--- src/rtl/dp_neuron_scheduler.sv ---
// Dot-product sequencer: clears, streams, drains and captures each output neuron,
// keeping a running signed argmax that is published on a one-cycle done pulse.
//
// state     | meaning
// S_IDLE    | waiting for start
// S_CLEAR   | dp_clear held, datapath accumulators reset
// S_STREAM  | pixel/weight chunks presented, one element per cycle
// S_DRAIN   | zero buses while the multiply/add pipeline empties
// S_CAPTURE | sample dp_value, update running max
// S_DONE    | result published, done pulse
module dp_neuron_scheduler #(
    parameter int NEURONS      = 10,
    parameter int PIXEL_N      = 785,
    parameter int BUS_WIDTH    = 196,
    parameter int VAL_SIZE     = 26,
    parameter int CLEAR_CYCLES = 2,
    parameter int DRAIN_CYCLES = 12,
    localparam int NUM_CHUNKS  = (PIXEL_N + BUS_WIDTH - 1) / BUS_WIDTH,
    localparam int CHUNK_W     = $clog2(NUM_CHUNKS + 1),
    localparam int NEUR_W      = (NEURONS > 1) ? $clog2(NEURONS) : 1
) (
    input  logic                clk,
    input  logic                GlobalReset,
    input  logic                start,
    input  logic                abort,
    input  logic [VAL_SIZE-1:0] dp_value,
    output logic                dp_clear,
    output logic [CHUNK_W-1:0]  chunk_idx,
    output logic [NEUR_W-1:0]   neuron_idx,
    output logic                zero_fill,
    output logic                busy,
    output logic                done,
    output logic [NEUR_W-1:0]   class_out,
    output logic [VAL_SIZE-1:0] max_value
);

    localparam int TMR_MAX_A = (CLEAR_CYCLES > DRAIN_CYCLES) ? CLEAR_CYCLES : DRAIN_CYCLES;
    localparam int TMR_MAX   = (TMR_MAX_A > BUS_WIDTH) ? TMR_MAX_A : BUS_WIDTH;
    localparam int TMR_W     = (TMR_MAX > 1) ? $clog2(TMR_MAX) : 1;

    typedef enum logic [2:0] {
        S_IDLE, S_CLEAR, S_STREAM, S_DRAIN, S_CAPTURE, S_DONE
    } state_t;

    state_t              r_state, w_state_nxt;
    logic [TMR_W-1:0]    r_tmr, w_tmr_nxt;
    logic [CHUNK_W-1:0]  r_chunk, w_chunk_nxt;
    logic [NEUR_W-1:0]   r_neuron, w_neuron_nxt;
    logic [VAL_SIZE-1:0] r_best_val, w_best_val_nxt;
    logic [NEUR_W-1:0]   r_best_idx, w_best_idx_nxt;
    logic                r_best_vld, w_best_vld_nxt;
    logic [NEUR_W-1:0]   r_class, w_class_nxt;
    logic [VAL_SIZE-1:0] r_max, w_max_nxt;
    logic                r_dp_clear, r_zero_fill, r_busy, r_done;
    logic                w_tmr_tc, w_last_chunk, w_last_neuron, w_take;

    assign w_tmr_tc      = (r_tmr == '0);
    assign w_last_chunk  = (r_chunk == CHUNK_W'(NUM_CHUNKS - 1));
    assign w_last_neuron = (r_neuron == NEUR_W'(NEURONS - 1));
    // strict greater-than so a tie keeps the earlier (lower) neuron index
    assign w_take        = !r_best_vld || ($signed(dp_value) > $signed(r_best_val));

    always_ff @(posedge clk or posedge GlobalReset) begin
        if (GlobalReset) r_state <= S_IDLE;
        else             r_state <= w_state_nxt;
    end

    always_comb begin
        w_state_nxt = r_state;
        case (r_state)
            S_IDLE:    if (start && !abort) w_state_nxt = S_CLEAR;
            S_CLEAR:   if (abort) w_state_nxt = S_IDLE;
                       else if (w_tmr_tc) w_state_nxt = S_STREAM;
            S_STREAM:  if (abort) w_state_nxt = S_IDLE;
                       else if (w_tmr_tc && w_last_chunk) w_state_nxt = S_DRAIN;
            S_DRAIN:   if (abort) w_state_nxt = S_IDLE;
                       else if (w_tmr_tc) w_state_nxt = S_CAPTURE;
            S_CAPTURE: if (abort) w_state_nxt = S_IDLE;
                       else if (w_last_neuron) w_state_nxt = S_DONE;
                       else w_state_nxt = S_CLEAR;
            S_DONE:    w_state_nxt = S_IDLE;
            default:   w_state_nxt = S_IDLE;
        endcase
    end

    always_comb begin
        w_tmr_nxt      = r_tmr;
        w_chunk_nxt    = r_chunk;
        w_neuron_nxt   = r_neuron;
        w_best_val_nxt = r_best_val;
        w_best_idx_nxt = r_best_idx;
        w_best_vld_nxt = r_best_vld;
        w_class_nxt    = r_class;
        w_max_nxt      = r_max;
        case (r_state)
            S_IDLE: begin
                if (w_state_nxt == S_CLEAR) begin
                    w_tmr_nxt      = TMR_W'(CLEAR_CYCLES - 1);
                    w_chunk_nxt    = '0;
                    w_neuron_nxt   = '0;
                    w_best_vld_nxt = 1'b0;
                end
            end
            S_CLEAR: begin
                if (w_state_nxt == S_STREAM) w_tmr_nxt = TMR_W'(BUS_WIDTH - 1);
                else if (w_state_nxt == S_CLEAR) w_tmr_nxt = r_tmr - 1'b1;
            end
            S_STREAM: begin
                if (w_state_nxt == S_DRAIN) begin
                    w_chunk_nxt = CHUNK_W'(NUM_CHUNKS);
                    w_tmr_nxt   = TMR_W'(DRAIN_CYCLES - 1);
                end else if (w_state_nxt == S_STREAM) begin
                    if (w_tmr_tc) begin
                        w_chunk_nxt = r_chunk + 1'b1;
                        w_tmr_nxt   = TMR_W'(BUS_WIDTH - 1);
                    end else begin
                        w_tmr_nxt = r_tmr - 1'b1;
                    end
                end
            end
            S_DRAIN: begin
                if (w_state_nxt == S_DRAIN) w_tmr_nxt = r_tmr - 1'b1;
            end
            S_CAPTURE: begin
                if (w_state_nxt != S_IDLE && w_take) begin
                    w_best_val_nxt = dp_value;
                    w_best_idx_nxt = r_neuron;
                    w_best_vld_nxt = 1'b1;
                end
                if (w_state_nxt == S_CLEAR) begin
                    w_neuron_nxt = r_neuron + 1'b1;
                    w_chunk_nxt  = '0;
                    w_tmr_nxt    = TMR_W'(CLEAR_CYCLES - 1);
                end else if (w_state_nxt == S_DONE) begin
                    w_class_nxt = w_take ? r_neuron : r_best_idx;
                    w_max_nxt   = w_take ? dp_value : r_best_val;
                end
            end
            default: ;
        endcase
    end

    always_ff @(posedge clk or posedge GlobalReset) begin
        if (GlobalReset) begin
            r_tmr       <= '0;
            r_chunk     <= '0;
            r_neuron    <= '0;
            r_best_val  <= '0;
            r_best_idx  <= '0;
            r_best_vld  <= 1'b0;
            r_class     <= '0;
            r_max       <= '0;
            r_dp_clear  <= 1'b0;
            r_zero_fill <= 1'b0;
            r_busy      <= 1'b0;
            r_done      <= 1'b0;
        end else begin
            r_tmr       <= w_tmr_nxt;
            r_chunk     <= w_chunk_nxt;
            r_neuron    <= w_neuron_nxt;
            r_best_val  <= w_best_val_nxt;
            r_best_idx  <= w_best_idx_nxt;
            r_best_vld  <= w_best_vld_nxt;
            r_class     <= w_class_nxt;
            r_max       <= w_max_nxt;
            r_dp_clear  <= (w_state_nxt == S_CLEAR);
            r_zero_fill <= (w_state_nxt == S_CLEAR) || (w_state_nxt == S_DRAIN);
            r_busy      <= (w_state_nxt != S_IDLE);
            r_done      <= (w_state_nxt == S_DONE);
        end
    end

    assign dp_clear   = r_dp_clear;
    assign chunk_idx  = r_chunk;
    assign neuron_idx = r_neuron;
    assign zero_fill  = r_zero_fill;
    assign busy       = r_busy;
    assign done       = r_done;
    assign class_out  = r_class;
    assign max_value  = r_max;

endmodule

--- config.mk ---
export PLATFORM = sky130hd
export DESIGN_NAME = dp_neuron_scheduler
export DESIGN_NICKNAME = d
export VERILOG_FILES = /design/src/rtl/dp_neuron_scheduler.sv
export SDC_FILE = /design/constraint.sdc
export NUM_CORES = 1
export LEC_CHECK = 0
export ABC_AREA = 1
export CAP_MARGIN = 5
export CORE_ASPECT_RATIO = 1.2
export CORE_UTILIZATION = 35
export CTS_CLUSTER_DIAMETER = 100
export DETAILED_ROUTE_END_ITERATION = 10
export GPL_ROUTABILITY_DRIVEN = 0
export PLACE_DENSITY = 0.62
export SLEW_MARGIN = 10
export SYNTH_ARGS = -nofsm -noshare
export SYNTH_HDL_FRONTEND = slang
export SYNTH_SLANG_ARGS = --single-unit
--- constraint.sdc ---
create_clock -name clk -period 4.4 [get_ports clk]
set_input_delay 0.88 -clock clk [delete_from_list [all_inputs] [get_ports clk]]
set_output_delay 0.88 -clock clk [all_outputs]
set_load 0.02 [all_outputs]
==> impl_metrics.env, run 1 <==
export IMPL_synth_edf_count=0
export IMPL_worstSkewPairLatency_ps=340
export IMPL_yosys_mux_area_fraction_pct=0
export IMPL_cts_path_max_buffers=2
export IMPL_final_setup_viol_count=0
export IMPL_core_area_um2=14400
export IMPL_die_area_um2=15100
export IMPL_swShare_pct=38.7
export IMPL_syn_cell_area_um2=5110
export IMPL_synth_cell_type_count=40
export IMPL_synth_simple_gate_area_share_pct=32.4
export IMPL_cap_violations=0
export IMPL_vias_per_cell=4.77
export IMPL_antenna_found_initial=0
export IMPL_path_common_cell="nand2_1"
export IMPL_wirelength_um=12100
export IMPL_final_util_pct=43.5
export IMPL_reg2reg_from="r_best_val[25]"
export IMPL_drcViolationCount=0
export IMPL_post_cts_buffers=0
export IMPL_drive_above_1_share_pct=12.6
export IMPL_synth_seq_cells=83
export IMPL_grt_usage_pct=17.2
export IMPL_worst_ep_required_time_ps=4620
export IMPL_rsz0062_at_grt="false"
export IMPL_clock_root_buffer="clkbuf_16"
export IMPL_p_leak_nw=3.23
export IMPL_min_period_ps=2990
export IMPL_cp_startpoint="dp_value[24]"
export IMPL_worstReg2RegEnd="r_best_val[15]"
export IMPL_switchingPower_mw=1.14
export IMPL_drtIter0Drc=258
export IMPL_io_buffers=70
export IMPL_insertedDiodeCount=0
export IMPL_power_density_nw_per_um2=474
export IMPL_yosysMostFrequentCell="nand2_1"
export IMPL_overflow=0
export IMPL_htreeDepth=3
export IMPL_cp_slowest_cell="clkdlybuf4s50_1"
export IMPL_p_int_mw=1.81
export IMPL_synth_top_family_by_area="simple AND/OR/NAND/NOR gates"
export IMPL_yosys_area_top_type_share_pct=40.6
export IMPL_synth_top_area_cell="dfrtp_1"
export IMPL_ios=71
export IMPL_nets=785
export IMPL_dp_slack_ps=1060
export IMPL_die_y_um=134
export IMPL_syn_avg_cell_area_um2=7.76
export IMPL_ys_top_cells_by_area="dfrtp_1, nand2_1, nand3_1"
export IMPL_worstSetupPathType="primary input to flop"
export IMPL_yosysSeqAreaShare_pct=40.6
export IMPL_crit_end="r_best_val[15]"
export IMPL_cp_end_kind="flop"
export IMPL_ys_async_sr_fraction_pct=100
export IMPL_period_share_pct=67.9
export IMPL_initial_core_util_pct=35.6
export IMPL_postRouteAntennaNets=0
export IMPL_ff2ff_path_depth=16
export IMPL_whs_ps=475
export IMPL_relSlewSlack_pct=39.6
export IMPL_vias=4312
export IMPL_synth_compound_area_share_pct=7.29
export IMPL_clock_skew_final_ps=6.49
export IMPL_r2r_slack_ps=2000
export IMPL_syn_inst=659
export IMPL_setup_ws_ps=1410
export IMPL_seqPwrFrac_pct=34.4
export IMPL_crit_arrival_ps=3210
export IMPL_syn_num_nets=720
export IMPL_synthXorXnorAreaFrac_pct=1.54
export IMPL_die_w_um=112
export IMPL_post_cts_resized=0
export IMPL_critical_path_depth=16
export IMPL_tns_ps=0
export IMPL_path_clk_slew_ps=60
export IMPL_hold_class="flop to flop"
export IMPL_start_kind="primary input"
export IMPL_critPathMaxFanout=35
export IMPL_power_mw=2.96
export IMPL_yosys_warnings=0
export IMPL_cts_tree="built"
export IMPL_synthTopCellsByCount="nand2_1, inv_1, dfrtp_1"
export IMPL_worst_slew_pin_slew_ps=906
export IMPL_path_cells="clkdlybuf4s50_1 -> ha_1 -> nand2_1 -> inv_2 -> nand2_1 -> nor2_1 -> nand2_1 -> nor2_1 -> nand2_1 -> nand3_1 -> nand3_2 -> nand2_2 -> nand2_2 -> buf_12 -> nand2_1 -> o21ai_0"
export IMPL_cts_sinks=83
export IMPL_fmax_mhz=335
export IMPL_synthAdderAreaFrac_pct=7.58
export IMPL_grt_pass1_wl_um=20500
export IMPL_hold_viol=0
export IMPL_clkPwrFrac_pct=25.7
export IMPL_outcome="complete, no violations"
export IMPL_grt_max_degree=49
export IMPL_synthToLayoutAreaGrowth_pct=21.9
export IMPL_row_count=48
export IMPL_cts_buffers_inserted=9
export IMPL_grt_pass1_vias=4244
export IMPL_synth_flop_cell="dfrtp_1"
export IMPL_path_delay_family="simple AND/OR/NAND/NOR gates"
export IMPL_ctsHoldBuffers=0
export IMPL_hpwl_um=8490
export IMPL_p_comb_share_pct=39.9
export IMPL_max_stage_delay_ps=450
export IMPL_cp_num_buf_inv=3
export IMPL_peakVddDrop_v=0.000215
export IMPL_drv_slew=0
export IMPL_wire_per_inst_um=13.4
export IMPL_firstDrtPassIters=5
[stage by stage]
stage / area [um^2] / instances
final: 6240 / 904
after global routing: 6240 / 904
after CTS: 6240 / 904
after detailed placement: 5940 / 888
after global placement: 5940 / 888
after floorplan: 5110 / 659
[placed cells by master (no fill, tap or decap), drive strengths merged, types with 2 or more instances in the layout]
cell type        n
dfrtp           83
a21o             2
buf              7
xor2             7
nand2          217
inv             99
nand4            7
nor3             5
nand3           82
clkdlybuf4s50   70
clkbuf          11
clkinv           5
ha              31
o22ai            2
nor2            33
o21ai           46
xnor2            2
a21oi           12
[registers in the layout, indices dropped and copies added, names as in the netlist]
name,cells
r_best_vld,1
dp_clear,1
chunk_idx,3
r_best_idx,4
r_best_val,26
zero_fill,1
done,1
neuron_idx,4
r_tmr,8
class_out,4
max_value,26
busy,1
r_state,3
[worst register-to-register path, stage by stage (launching register included)]
cell and delay, ps:
dfrtp_1 350, inv_1 60, ha_1 290, nand2_1 60
inv_2 60, nand2_1 60, nor2_1 130, nand2_1 80
nor2_1 130, nand2_1 90, nand3_1 100, nand3_2 90
nand2_2 70, nand2_2 270, buf_12 290, nand2_1 60
o21ai_0 80
[layer usage]
metal | vias to the layer above | GRT usage (%) | routed length (um)
li1 | 2208 | - | -
met1 | 2015 | 21.4 | 5590
met2 | 78 | 30.1 | 6000
met3 | 11 | 3.25 | 376
met4 | 0 | 4.96 | 135
met5 | - | 0 | 0
[power by group through the flow]
stage / Clock, mW / Combinational (mW) / Sequential [mW]
after CTS: 0.787 / 1.19 / 1.02
final: 0.761 / 1.18 / 1.02
after global placement: 0 / 1.18 / 1.03
after floorplan: 0 / 0.757 / 1.10
after global routing: 0.819 / 1.31 / 1.03
after detailed placement: 0 / 1.19 / 1.03
[how the worst min path moves through the flow]
stage	from	endpoint	slack, ps	cells after the start
floorplan	r_best_idx[0]	r_best_idx[0]	450	2
global placement	max_value[10]	max_value[10]	460	2
detailed placement	max_value[10]	max_value[10]	460	2
CTS	max_value[10]	max_value[10]	480	2
global route	max_value[10]	max_value[10]	500	2
finish	max_value[10]	max_value[10]	480	2
[layout make-up]
| type | count | area [um^2] |
|---|---|---|
| Inverter | 101 | 384 |
| Tap cell | 175 | 219 |
| Sequential cell | 83 | 2080 |
| Fill cell | 1438 | 8120 |
| Multi-Input combinational cell | 452 | 2500 |
| Timing Repair Buffer | 77 | 766 |
| Clock inverter | 5 | 52.6 |
| Clock buffer | 11 | 243 |
[cell families (layout without fill, tap and decap cells)]
logic type | after synthesis | count (layout)
AO/OA/AOI/OAI | 66 | 66
adder cells (fa/ha/maj) | 31 | 31
buffers and inverters | 124 | 194
XOR/XNOR | 9 | 9
AND/OR/NAND/NOR | 346 | 346
flip-flops | 83 | 83
Power figures use the tool's default switching activity.
==> run 2, diff against run 1 <==
--- a/config.mk
+++ b/config.mk
@@ -12,7 +12,7 @@
 export CTS_CLUSTER_DIAMETER = 100
 export DETAILED_ROUTE_END_ITERATION = 10
 export GPL_ROUTABILITY_DRIVEN = 0
-export PLACE_DENSITY = 0.62
+export PLACE_DENSITY = 0.64
 export SLEW_MARGIN = 10
 export SYNTH_ARGS = -nofsm -noshare
 export SYNTH_HDL_FRONTEND = slang
==> constraint.sdc (replaced) <==
create_clock -name clk -period 2.55 [get_ports clk]
set_input_delay 0.51 -clock clk [delete_from_list [all_inputs] [get_ports clk]]
set_output_delay 0.51 -clock clk [all_outputs]
set_load 0.02 [all_outputs]
==> run 2 against run 1 <==
  * Sequential share of layout area shrank 1.7 points
  * Clock skew grew 1.2 ps
  * Combinational power grew 79%
  * Critical endpoint is now r_best_val[8]
  * Largest cell class unchanged
==> impl_metrics.env, run 2 (synthesis results as in run 1) <==
export IMPL_r2r_slack_ps=280
export IMPL_grt_max_degree=78
export IMPL_die_y_um=134
export IMPL_clock_root_buffer="clkbuf_16"
export IMPL_nFillCells=1436
export IMPL_path_clk_slew_ps=60
export IMPL_power_density_nw_per_um2=787
export IMPL_power_mw=5.17
export IMPL_hold_class="primary input to asynchronous set/reset pin"
export IMPL_crit_arrival_ps=2630
export IMPL_drive_above_1_share_pct=16.0
export IMPL_overflow=0
export IMPL_cts_sinks=83
export IMPL_cap_violations=0
export IMPL_antenna_found_initial=0
export IMPL_insertedDiodeCount=0
export IMPL_die_area_um2=15100
export IMPL_core_area_um2=14400
export IMPL_start_kind="primary input"
export IMPL_ctsHoldBuffers=0
export IMPL_peakVddDrop_v=0.000413
export IMPL_post_cts_buffers=0
export IMPL_htreeDepth=3
export IMPL_drtIter0Drc=160
export IMPL_p_leak_nw=3.43
export IMPL_cts_tree="built"
export IMPL_min_period_ps=2410
export IMPL_worst_slew_pin_slew_ps=744
export IMPL_worst_ep_required_time_ps=2780
export IMPL_cts_buffers_inserted=9
export IMPL_cts_path_max_buffers=2
export IMPL_clock_skew_final_ps=7.67
export IMPL_grt_usage_pct=17.0
export IMPL_relSlewSlack_pct=50.0
export IMPL_die_w_um=112
export IMPL_worstSkewPairLatency_ps=350
export IMPL_dp_slack_ps=-285
export IMPL_fin_cells=920
export IMPL_nets=801
export IMPL_firstDrtPassIters=4
export IMPL_io_buffers=70
export IMPL_outcome="complete, no violations"
export IMPL_vias=4390
export IMPL_ff2ff_path_depth=12
export IMPL_initial_core_util_pct=35.6
export IMPL_critPathMaxFanout=11
export IMPL_fin_area_um2=6570
export IMPL_tns_ps=0
export IMPL_worstSetupPathType="primary input to flop"
export IMPL_period_share_pct=94.4
export IMPL_wire_per_inst_um=14.2
export IMPL_drv_slew=0
export IMPL_final_common_cell="nand2_1"
export IMPL_hold_viol=0
export IMPL_synthToLayoutAreaGrowth_pct=28.5
export IMPL_dp_cells=898
export IMPL_setup_ws_ps=144
export IMPL_hpwl_um=8740
export IMPL_placed_area_um2=6030
export IMPL_post_cts_resized=0
export IMPL_wirelength_um=13000
export IMPL_ios=71
export IMPL_grt_pass1_wl_um=20300
export IMPL_grt_pass1_vias=4168
export IMPL_cp_end_kind="flop"
export IMPL_final_setup_viol_count=0
export IMPL_final_cell_mix="nand2_1, inv_1, dfrtp_1"
export IMPL_drcViolationCount=0
export IMPL_postRouteAntennaNets=0
export IMPL_vias_per_cell=4.77
export IMPL_fmax_mhz=416
export IMPL_row_count=48
==> run 2: cell count changes in the layout (fill, tap and decap cells not counted), sizes merged <==
| cell | delta |
|---|---|
| clkinvlp | +2 |
| clkbuf | +2 |
| clkinv | -1 |
| clkdlybuf4s50 | -7 |
| buf | +12 |
| dlymetal6s2s | +7 |
| inv | +1 |
==> run 2: layout make-up <==
cell class              instances  area (um^2)  share of cell area (%)
repair buffers                 93         1000                    15.3
inverters                     101          388                    5.90
clock inverters                 7         68.8                    1.05
well taps                     175          219                    3.33
clock buffers                   9          225                    3.43
flip-flops and latches         83         2080                    31.6
multi-input cells             452         2590                    39.4
==> run 2: metrics by stage <==
| stage | hold WS [ps] | utilization [%] |
|---|---|---|
| floorplan | 453 | - |
| global placement | 463 | 42.0 |
| detailed placement | 464 | 42.0 |
| CTS | 431 | 44.1 |
| global route | 450 | 45.8 |
| finish | 431 | 45.8 |
==> run 2: final timing paths <==
check,startpoint,to
min,GlobalReset,busy
min reg2reg,max_value[11],max_value[11]
max,dp_value[5],r_best_val[8]
min in group clk,max_value[11],max_value[11]
max in group asynchronous,GlobalReset,r_tmr[4]
max reg2reg,r_tmr[0],r_tmr[4]
==> run 2: layer usage <==
layer  vias up  track usage [%]  share of wire, %
met1      2047             21.2                45
met4         0             6.15               1.3
met2        81             29.7                50
met5         -                0                 0
met3        15             2.67               3.6
li1       2247                -                 -
==> run 2: critical path, cell delays in order <==
cell and delay (ps):
clkdlybuf4s50_1 440, ha_1 330, nand2_2 100, inv_1 40, nand2_1 60, nand2_1 50
nand2_1 60, nand3_1 100, nand2_1 110, nand2_1 70, nand2_2 80, nand3_4 100
nand2_4 120, nand2_8 120, clkbuf_16 220, nand2_1 50, o21ai_0 70
==> run 2: where the power goes <==
part	switching, mW	internal [mW]	total [mW]
combinational	1.29	0.823	2.11
clock	0.553	0.755	1.31
sequential	0.198	1.55	1.75
total	2.04	3.13	5.17
